==> src/rtl/soc_pkg.sv <==
// Shared SOC definitions: display controller register offsets, scan states
// and the all-segments-off pattern.
package soc_pkg;

  localparam logic [3:0] SEG_LED_OFS  = 4'h0;
  localparam logic [3:0] SEG_DIG_OFS  = 4'h4;
  localparam logic [3:0] SEG_CTRL_OFS = 4'h8;
  localparam logic [3:0] SEG_STAT_OFS = 4'hC;

  localparam logic [6:0] SEG_BLANK = 7'h7F;

  typedef enum logic [1:0] {
    SEG_OFF,
    SEG_DRIVE,
    SEG_GAP
  } seg_state_e;

endpackage

==> src/rtl/hex7seg.sv <==
// Hex nibble to active-low seven-segment pattern (bit0=a .. bit6=g).
module hex7seg (
  input  logic [3:0] hex,
  output logic [6:0] seg
);

  always_comb begin
    seg = 7'h7F;
    case (hex)
      4'h0: seg = 7'h40;
      4'h1: seg = 7'h79;
      4'h2: seg = 7'h24;
      4'h3: seg = 7'h30;
      4'h4: seg = 7'h19;
      4'h5: seg = 7'h12;
      4'h6: seg = 7'h02;
      4'h7: seg = 7'h78;
      4'h8: seg = 7'h00;
      4'h9: seg = 7'h10;
      4'hA: seg = 7'h08;
      4'hB: seg = 7'h03;
      4'hC: seg = 7'h46;
      4'hD: seg = 7'h21;
      4'hE: seg = 7'h06;
      4'hF: seg = 7'h0E;
      default: seg = 7'h7F;
    endcase
  end

endmodule

==> src/rtl/seg_display_ctrl.sv <==
// Memory-mapped LED and 4-digit multiplexed seven-segment controller with
// inter-digit ghost gap and frame-boundary commit of the digit register.
module seg_display_ctrl
  import soc_pkg::*;
#(
  parameter int unsigned SCAN_DIV = 50000,
  parameter int unsigned GAP_CYC  = 500
) (
  input  logic        clk,
  input  logic        rst,
  input  logic        sel,
  input  logic        we,
  input  logic [3:0]  addr,
  input  logic [31:0] wdata,
  output logic [31:0] rdata,
  output logic [15:0] led,
  output logic [6:0]  seg,
  output logic [3:0]  an
);

  localparam int unsigned CNT_MAX = (SCAN_DIV > GAP_CYC) ? SCAN_DIV : GAP_CYC;
  localparam int unsigned CW      = $clog2(CNT_MAX);
  localparam logic [CW-1:0] DRIVE_LAST = CW'(SCAN_DIV - 1);
  localparam logic [CW-1:0] GAP_LAST   = CW'(GAP_CYC - 1);

  seg_state_e    state_q, state_d;
  logic [15:0]   led_q, led_d;
  logic [15:0]   stage_q, stage_d;
  logic [15:0]   active_q, active_d;
  logic          en_q, en_d;
  logic [3:0]    blank_q, blank_d;
  logic          pend_q, pend_d;
  logic [1:0]    idx_q, idx_d;
  logic [CW-1:0] cnt_q, cnt_d;
  logic [3:0]    an_q, an_d;
  logic [6:0]    seg_q, seg_d;
  logic [31:0]   rdata_q, rdata_d;

  logic       wr, rd, dig_wr, commit;
  logic [3:0] ofs;
  logic [3:0] nib;
  logic [6:0] dec;

  hex7seg u_hex7seg (
    .hex (nib),
    .seg (dec)
  );

  always_comb begin
    led_d    = led_q;
    stage_d  = stage_q;
    active_d = active_q;
    en_d     = en_q;
    blank_d  = blank_q;
    pend_d   = pend_q;
    state_d  = state_q;
    idx_d    = idx_q;
    cnt_d    = cnt_q;
    rdata_d  = rdata_q;
    commit   = 1'b0;

    ofs    = {addr[3:2], 2'b00};
    wr     = sel & we;
    rd     = sel & ~we;
    dig_wr = wr && (ofs == SEG_DIG_OFS);

    if (wr) begin
      case (ofs)
        SEG_LED_OFS:  led_d = wdata[15:0];
        SEG_DIG_OFS:  stage_d = wdata[15:0];
        SEG_CTRL_OFS: begin
          en_d    = wdata[0];
          blank_d = wdata[7:4];
        end
        default: ;
      endcase
    end
    if (dig_wr) pend_d = 1'b1;

    if (rd) begin
      case (ofs)
        SEG_LED_OFS:  rdata_d = {16'h0, led_q};
        SEG_DIG_OFS:  rdata_d = {16'h0, stage_q};
        SEG_CTRL_OFS: rdata_d = {24'h0, blank_q, 3'b000, en_q};
        default:      rdata_d = {29'h0, pend_q, idx_q};
      endcase
    end

    case (state_q)
      SEG_OFF: begin
        idx_d = '0;
        cnt_d = '0;
        if (en_q) begin
          state_d = SEG_DRIVE;
          commit  = 1'b1;
        end
      end
      SEG_DRIVE: begin
        if (cnt_q == DRIVE_LAST) begin
          state_d = SEG_GAP;
          cnt_d   = '0;
        end else begin
          cnt_d = cnt_q + 1'b1;
        end
      end
      SEG_GAP: begin
        if (cnt_q == GAP_LAST) begin
          state_d = SEG_DRIVE;
          cnt_d   = '0;
          idx_d   = idx_q + 1'b1;
          commit  = (idx_q == 2'd3);
        end else begin
          cnt_d = cnt_q + 1'b1;
        end
      end
      default: state_d = SEG_OFF;
    endcase

    if (!en_q) begin
      state_d = SEG_OFF;
      idx_d   = '0;
      cnt_d   = '0;
      commit  = 1'b0;
    end

    // Commit takes the pre-write staging value; a same-cycle write stays pending.
    if (commit) begin
      active_d = stage_q;
      if (!dig_wr) pend_d = 1'b0;
    end
  end

  // Outputs are computed from the next state so an/seg line up with state_q.
  always_comb begin
    nib  = active_d[idx_d*4 +: 4];
    an_d = '1;
    seg_d = SEG_BLANK;
    if (state_d == SEG_DRIVE) begin
      seg_d = dec;
      if (!blank_q[idx_d]) an_d = ~(4'b0001 << idx_d);
    end
  end

  always_ff @(posedge clk) begin
    if (rst) begin
      state_q  <= SEG_OFF;
      led_q    <= '0;
      stage_q  <= '0;
      active_q <= '0;
      en_q     <= 1'b0;
      blank_q  <= '0;
      pend_q   <= 1'b0;
      idx_q    <= '0;
      cnt_q    <= '0;
      an_q     <= '1;
      seg_q    <= SEG_BLANK;
      rdata_q  <= '0;
    end else begin
      state_q  <= state_d;
      led_q    <= led_d;
      stage_q  <= stage_d;
      active_q <= active_d;
      en_q     <= en_d;
      blank_q  <= blank_d;
      pend_q   <= pend_d;
      idx_q    <= idx_d;
      cnt_q    <= cnt_d;
      an_q     <= an_d;
      seg_q    <= seg_d;
      rdata_q  <= rdata_d;
    end
  end

  assign led   = led_q;
  assign an    = an_q;
  assign seg   = seg_q;
  assign rdata = rdata_q;

endmodule

==> config.mk <==
export PLATFORM = sky130hd
export DESIGN_NAME = seg_display_ctrl
export DESIGN_NICKNAME = d
export VERILOG_FILES = /design/src/rtl/soc_pkg.sv /design/src/rtl/hex7seg.sv /design/src/rtl/seg_display_ctrl.sv
export SDC_FILE = /design/constraint.sdc
export NUM_CORES = 1
export LEC_CHECK = 0
export CAP_MARGIN = 20
export CORE_MARGIN = 2
export CORE_UTILIZATION = 52
export DETAILED_ROUTE_END_ITERATION = 10
export GPL_ROUTABILITY_DRIVEN = 0
export PLACE_DENSITY = 0.8
export RECOVER_POWER = 100
export SLEW_MARGIN = 25
export SYNTH_ARGS = -nofsm -noshare
export SYNTH_HDL_FRONTEND = slang
export SYNTH_HIERARCHICAL = 1
export SYNTH_SLANG_ARGS = --single-unit
==> constraint.sdc <==
create_clock -name clk -period 3.9 [get_ports clk]
set_input_delay 0.39 -clock clk [delete_from_list [all_inputs] [get_ports clk]]
set_output_delay 0.39 -clock clk [all_outputs]
set_load 0.05 [all_outputs]
==> results of run 1 <==
==> kinds of logic (layout without fill, tap and decap cells) <==
group / count (synthesis) / in the layout / synth area share [%]
XOR/XNOR: 1 / 1 / 0.168
multiplexers: 39 / 39 / 8.39
other: 1 / 16 / 0.0720
buffers and inverters: 66 / 95 / 6.54
adder cells (fa/ha/maj): 14 / 14 / 3.37
flip-flops: 101 / 101 / 38.8
AND/OR/NAND/NOR: 261 / 261 / 24.3
AO/OA/AOI/OAI: 153 / 153 / 18.3
==> state kept, by name (all words and copies together), names as in the netlist <==
| name | cells |
|---|---|
| active_q | 16 |
| cnt_q | 16 |
| led | 16 |
| rdata | 16 |
| stage_q | 16 |
| seg | 7 |
| an | 4 |
| blank_q | 4 |
| idx_q | 2 |
| state_q | 2 |
| en_q | 1 |
| pend_q | 1 |
==> worst min-delay path: cells and delay by family <==
family / cells / cell delay [ns]
buffers and inverters: 1 / 0.09
AO/OA/AOI/OAI: 1 / 0.05
AND/OR/NAND/NOR: 1 / 0.17
==> worst max path at each step <==
stage / startpoint / end / slack, ns
after global routing: cnt_q[0] / seg[3] / 0.06
final: cnt_q[0] / seg[3] / 0.29
after CTS: cnt_q[0] / seg[3] / 0.35
after floorplan: state_q[0] / seg[3] / 0.64
after global placement: cnt_q[0] / seg[3] / 0.52
after detailed placement: cnt_q[0] / seg[3] / 0.40
==> routing by layer <==
layer | vias up | global-route usage (%) | part of all wire, %
met2 | 109 | 39.7 | 51
met5 | - | 0 | 0
met3 | 15 | 6.02 | 4.6
li1 | 2294 | - | -
met4 | 0 | 5.98 | 1.3
met1 | 2196 | 28.1 | 43
==> through the flow <==
| stage | instances | cell area, µm² | utilization, % | setup slack [ns] |
|---|---|---|---|---|
| 2_1_floorplan | 651 | 5260 | - | 0.639 |
| 3_3_place_gp | 797 | 5820 | 59.8 | 0.518 |
| 6_report | 813 | 6000 | 61.7 | 0.291 |
| 5_1_grt | 813 | 6000 | 61.7 | 0.0633 |
| 4_1_cts | 813 | 6020 | 61.9 | 0.355 |
| 3_5_place_dp | 797 | 5820 | 59.8 | 0.396 |
==> power by group <==
part | internal (mW) | leakage, nW | switching [mW]
logic | 0.0499 | 1.34 | 0.122
clock network | 0.268 | 0.100 | 0.405
registers | 1.04 | 0.816 | 0.0104
total | 1.36 | 2.26 | 0.537
==> layout make-up <==
cell class / instances / area share, %
clock buffers: 10 / 2.29
clock inverters: 6 / 1.06
inverters: 7 / 0.438
multi-input cells: 484 / 48.0
flip-flops and latches: 101 / 33.7
well taps: 133 / 2.77
repair buffers: 72 / 11.7
==> cell usage in the layout, fill, tap and decap left out, types with 16 or more instances in the layout <==
| master | netlist | layout |
|---|---|---|
| mux2i_1 | 23 | 23 |
| dfxtp_1 | 101 | 101 |
| o21ai_0 | 37 | 45 |
| clkdlybuf4s50_1 | 0 | 19 |
| nand2_1 | 97 | 98 |
| o211a_1 | 16 | 16 |
| a21oi_1 | 57 | 57 |
| dlygate4sd3_1 | 0 | 44 |
| nand3_1 | 25 | 25 |
| nand2b_1 | 19 | 19 |
| nor2_1 | 54 | 55 |
| nand4_1 | 20 | 20 |
| conb_1 | 1 | 16 |
==> results.cfg, run 1 <==
[grt]
grt_max_degree = 74
first_global_vias = 4372
grt_pass1_wl_mm = 20.6
grt_overflow_total = 0
grt_antenna_before_repair = 0
groute.usage.overall_pct = 22.9

[clocking]
htree_levels = 3
clk_pin_slew_ns = 0.10
cts_hold_buf = 0
cts_tree = yes
root_buffer = clkbuf_8
postCtsSetupRepairBufs = 0
cts_resized = 0
clkLatencyLatePin_ns = 0.39
clockBufferDepth = 2
cts_buffers = 9
cts.sinks = 101

[worst_setup_path]
worst_setup_path_start_kind = flip-flop
critPathKind = reg -> reg
worstPathArrival_ns = 3.89
rrSetupSlack_ns = 0.29
path_cells = ha_1, and4b_1, and4_1, nand3b_1, a31o_2, buf_4, mux2i_1, mux2_1, mux4_1, or2_2
end_kind = flip-flop
timing.rr.start = cnt_q[0]
cp_slowest_stage_delay_ns = 0.59
cp_data_required_time_ns = 4.18
reg2regPathDepth = 10
cpMaxStageDelayCell = mux4_1
path_max_fanout = 12
worst-path-stages = 10
cpLargestDelayFamily = multiplexers
r2r-end = seg[3]
crit_buf_inv = 1

[floorplan]
fp-row-count = 36
die_w_um = 104
dieArea_mm2 = 0.0108
core_mm2 = 0.00973
die_y_um = 104
start_util_pct = 53.5
ios = 99

[synth]
syn_area_per_cell_um2 = 8.18
synth_commonest_cells = 101 x dfxtp_1, 97 x nand2_1, 57 x a21oi_1
synth-async-reset-ratio_pct = 0
yosysTopAreaCell = dfxtp_1
synth.most_common_cell = dfxtp_1
synth_area_leaders = dfxtp_1 39%, nand2_1 7.0%, a21oi_1 5.5%
ys_seq_area_share_pct = 38.8
synth.top_cell.area_share_pct = 38.8
synth-edff-count = 0
synth_cell_types = 58
synthFlopType = dfxtp_1
synth_area_mm2 = 0.00520
syn_inst = 636
yosysWarnings = 6
synth_seq_cells = 101

[timing]
setup-violations-final = 0
period_share_pct = 92.5
hold_viol = 0
finalCriticalPeriod_ns = 3.61
maxSlewHeadroom_pct = 34.0
tightest_slew_ns = 0.986
skew_ns = 0.0129
fmax_ghz = 0.277
drv_slew = 0
setup_tns_ns = 0
grt_setup_unrepaired = false
holdWs_ns = 0.356

[route]
wl_mm = 12.2
drcViolationCount = 0
drtIter0Drc = 375
drt-vias-per-instance = 5.68
vias = 4614
dr.pass1.iters = 5
postRouteAntennaNets = 0
routedWlPerCell_um = 15.0

[min_path]
hp-class = in -> reg
hold_depth = 3
holdPathEnd = cnt_q[0]
hold_start = rst

[layout]
areaGrowthSynthToFinish_pct = 15.3
antenna_cells = 0
register_area_mm2 = 0.00202
drive_above_1_share_pct = 7.50
n_fill_cell = 874
multi_input_area_mm2 = 0.00288
layout.nets = 729

[flow_run]
maxCapViolations = 0

[power]
power.total_mw = 1.90
ir_drop_uv = 326
p_leak_nw = 2.26
power_density_mw_per_mm2 = 317

[outcome]
status = complete, no violations

[place]
port-buffer-count = 64
dp_hpwl_mm = 8.47
Power figures use the tool's default switching activity.
==> run 2: changes to the inputs <==
--- a/config.mk
+++ b/config.mk
@@ -7,13 +7,12 @@
 export LEC_CHECK = 0
 export CAP_MARGIN = 20
 export CORE_MARGIN = 2
-export CORE_UTILIZATION = 52
+export CORE_UTILIZATION = 46
 export DETAILED_ROUTE_END_ITERATION = 10
 export GPL_ROUTABILITY_DRIVEN = 0
-export PLACE_DENSITY = 0.8
+export PLACE_DENSITY = 0.76
 export RECOVER_POWER = 100
 export SLEW_MARGIN = 25
 export SYNTH_ARGS = -nofsm -noshare
 export SYNTH_HDL_FRONTEND = slang
-export SYNTH_HIERARCHICAL = 1
 export SYNTH_SLANG_ARGS = --single-unit
==> constraint.sdc (replaced) <==
create_clock -name clk -period 3.1 [get_ports clk]
set_input_delay 0.31 -clock clk [delete_from_list [all_inputs] [get_ports clk]]
set_output_delay 0.31 -clock clk [all_outputs]
set_load 0.05 [all_outputs]
==> run 2 against run 1 <==
Effect of this change:
- the flow now finishes with violations (negative setup slack)
- critical path depth rose by 2
- core utilization up 2.3 points
- hold slack got worse by 0.13 ns
- final cell count decreased by 1.7%
- fmax rose by 7.6%
- wire length about the same
- die area grew 2.0%
- first-iteration DRC count down 30%
- clock power is 22% higher
- total power grew 25%
- highest routed layer unchanged
- largest cell class unchanged
- via count is 7.5% lower
- sequential power is 27% higher
==> results.cfg, run 2 <==
[synth]
synth-edff-count = 0
synth_area_leaders = dfxtp_1 43%, nand2_1 6.9%, mux2i_1 6.2%
synthFlopType = dfxtp_1
yosysWarnings = 0
syn_area_per_cell_um2 = 8.66
synth_cell_types = 59
ys_seq_area_share_pct = 43.0
syn_inst = 543
synth_area_mm2 = 0.00470
yosysTopAreaCell = dfxtp_1
synth_commonest_cells = 101 x dfxtp_1, 87 x nand2_1, 70 x nor2_1
synth.most_common_cell = dfxtp_1
synth_seq_cells = 101
synth.top_cell.area_share_pct = 43.0
synth-async-reset-ratio_pct = 0

[worst_setup_path]
rrSetupSlack_ns = -0.25
r2r-end = seg[3]
worst_setup_path_start_kind = flip-flop
crit_buf_inv = 2
worstPathArrival_ns = 3.67
cp_slowest_stage_delay_ns = 0.57
end_kind = flip-flop
timing.rr.start = cnt_q[14]
path_max_fanout = 4
cpLargestDelayFamily = simple AND/OR/NAND/NOR gates
cpMaxStageDelayCell = or4_4
reg2regPathDepth = 12
critPathKind = reg -> reg
path_cells = or4_4, or4_4, o21ai_4, buf_6, mux2i_2, nor2_1, nor4_2, buf_4, ha_4, o21ai_1, o21ai_1, a31oi_1
cp_data_required_time_ns = 3.42

[timing]
setup_tns_ns = -1.36
grt_setup_unrepaired = true
period_share_pct = 108
drv_slew = 0
tightest_slew_ns = 0.780
maxSlewHeadroom_pct = 47.8
hold_viol = 0
worst_slack_ns = -0.255
skew_ns = 0.00966
holdWs_ns = 0.230
fmax_ghz = 0.298
setup-violations-final = 9
finalCriticalPeriod_ns = 3.35

[outcome]
status = finished with violations
violations = negative setup slack

[clocking]
cts_buffers = 9
htree_levels = 3
root_buffer = clkbuf_8
clockBufferDepth = 2
cts_tree = yes
clk_pin_slew_ns = 0.10
cts_hold_buf = 0
cts.sinks = 101
clkLatencyLatePin_ns = 0.39

[floorplan]
core_mm2 = 0.00986
dieArea_mm2 = 0.0110
ios = 99
die_w_um = 105
die_y_um = 105
start_util_pct = 47.7
fp-row-count = 36

[layout]
areaGrowthSynthToFinish_pct = 34.3
final_common_cell = dfxtp_1
drive_above_1_share_pct = 21.9
n_fill_cell = 751
register_area_mm2 = 0.00202
layout_common_cells = 99 x dfxtp_1, 87 x nand2_1, 69 x nor2_1, 64 x buf_4, 46 x a21oi_1
layout.nets = 714
antenna_cells = 0
multi_input_area_mm2 = 0.00271

[route]
vias = 4269
drcViolationCount = 0
wl_mm = 12.2
postRouteAntennaNets = 0
routedWlPerCell_um = 15.3
drt-vias-per-instance = 5.34
drtIter0Drc = 263
dr.pass1.iters = 5

[place]
dp_slack_ns = -0.203
port-buffer-count = 64
dp_hpwl_mm = 8.37

[flow_run]
maxCapViolations = 0

[min_path]
holdPathEnd = state_q[0]
hold_depth = 3
hp-class = in -> reg
hold_start = rst

[grt]
grt_antenna_before_repair = 0
first_global_vias = 4240
grt_pass1_wl_mm = 20.3
grt_max_degree = 73
groute.usage.overall_pct = 22.6
grt_overflow_total = 0

[power]
power_density_mw_per_mm2 = 377
p_leak_nw = 2.45
ir_drop_uv = 196
-- run 2: changes by cell type after synthesis, sizes merged, moves of 14 or more --
cell    delta
o21ai     -39
nand4     -20
nor2      +19
o211a     -16
nand3     -15
nand2b    -14
-- run 2: report_power, final --
part | total [mW] | switching (mW) | internal (mW)
combinational | 0.225 | 0.155 | 0.0705
clock | 0.825 | 0.512 | 0.313
sequential | 1.33 | 0.0131 | 1.31
-- run 2: per-layer routing --
metal  GRT usage (%)  vias up  wire, µm
met4            9.81        0       261
met3            3.62       21       531
met2            38.6      142      6380
met5               0        -         0
li1                -     2070         -
met1            27.9     2036      5040
-- run 2: layout make-up --
class	count	area share, %
Clock inverter	7	1.01
Sequential cell	101	32.1
Tap cell	133	2.64
Timing Repair Buffer	135	18.9
Inverter	10	0.595
Clock buffer	9	1.96
Multi-Input combinational cell	404	42.9
-- run 2: how the worst max path moves through the flow --
stage | startpoint | endpoint | slack (ns) | cells past startpoint
after detailed placement | cnt_q[14] | seg[3] | -0.20 | 13
after global routing | cnt_q[14] | seg[4] | -0.33 | 12
after CTS | cnt_q[14] | seg[4] | -0.13 | 12
final | cnt_q[14] | seg[3] | -0.25 | 12
after floorplan | cnt_q[14] | seg[3] | -0.32 | 14
after global placement | cnt_q[14] | seg[4] | -0.13 | 10
-- run 2: cells by family after synthesis --
group | after synthesis | synth area share (%)
simple gates | 226 | 22.4
flops | 101 | 43.0
compound gates | 93 | 12.6
buf+inv | 54 | 6.31
mux | 44 | 10.1
fa+ha+maj | 13 | 3.46
xor+xnor | 11 | 2.05
other cells | 1 | 0.0798
-- run 2: repair_timing --
item                       in CTS  in global routing
setup endpoints to repair       7                 11
gates cloned                    1                  0
setup buffers                   6                  5
resized for setup              38                 10
pin swaps                      11                  6
-- run 2: worst reg2reg max path, delay by kind of cell, from the launching register on --
kind                     cells  cell delay, ns
AND/OR/NAND/NOR              4            1.56
multiplexers                 1            0.26
buffers and inverters        2            0.38
adder cells (fa/ha/maj)      1            0.21
flip-flops                   1            0.33
AO/OA/AOI/OAI                4            0.55
-- run 2: per-stage QoR --
stage          area (µm²)  cells  power (mW)  utilization [%]
2_1_floorplan        4780    558        1.52                -
3_3_place_gp         5770    771        1.57             58.5
3_5_place_dp         5770    771        1.58             58.5
4_1_cts              6230    794        2.38             63.1
5_1_grt              6310    799        2.46             64.0
6_report             6310    799        2.38             64.0
==> run 3: changes to the inputs <==
==> constraint.sdc (replaced) <==
create_clock -name clk -period 3.1 [get_ports clk]
set_input_delay 0.31 -clock clk [delete_from_list [all_inputs] [get_ports clk]]
set_output_delay 0.31 -clock clk [all_outputs]
set_load 0.005 [all_outputs]
==> results of run 3 <==
Same layout as run 2 (identical final DEF). Status: finished with violations: negative setup slack.
Among the figures that moved: total power 2.38 mW -> 2.30 mW; worst IR drop on VDD 196 µV -> 195 µV
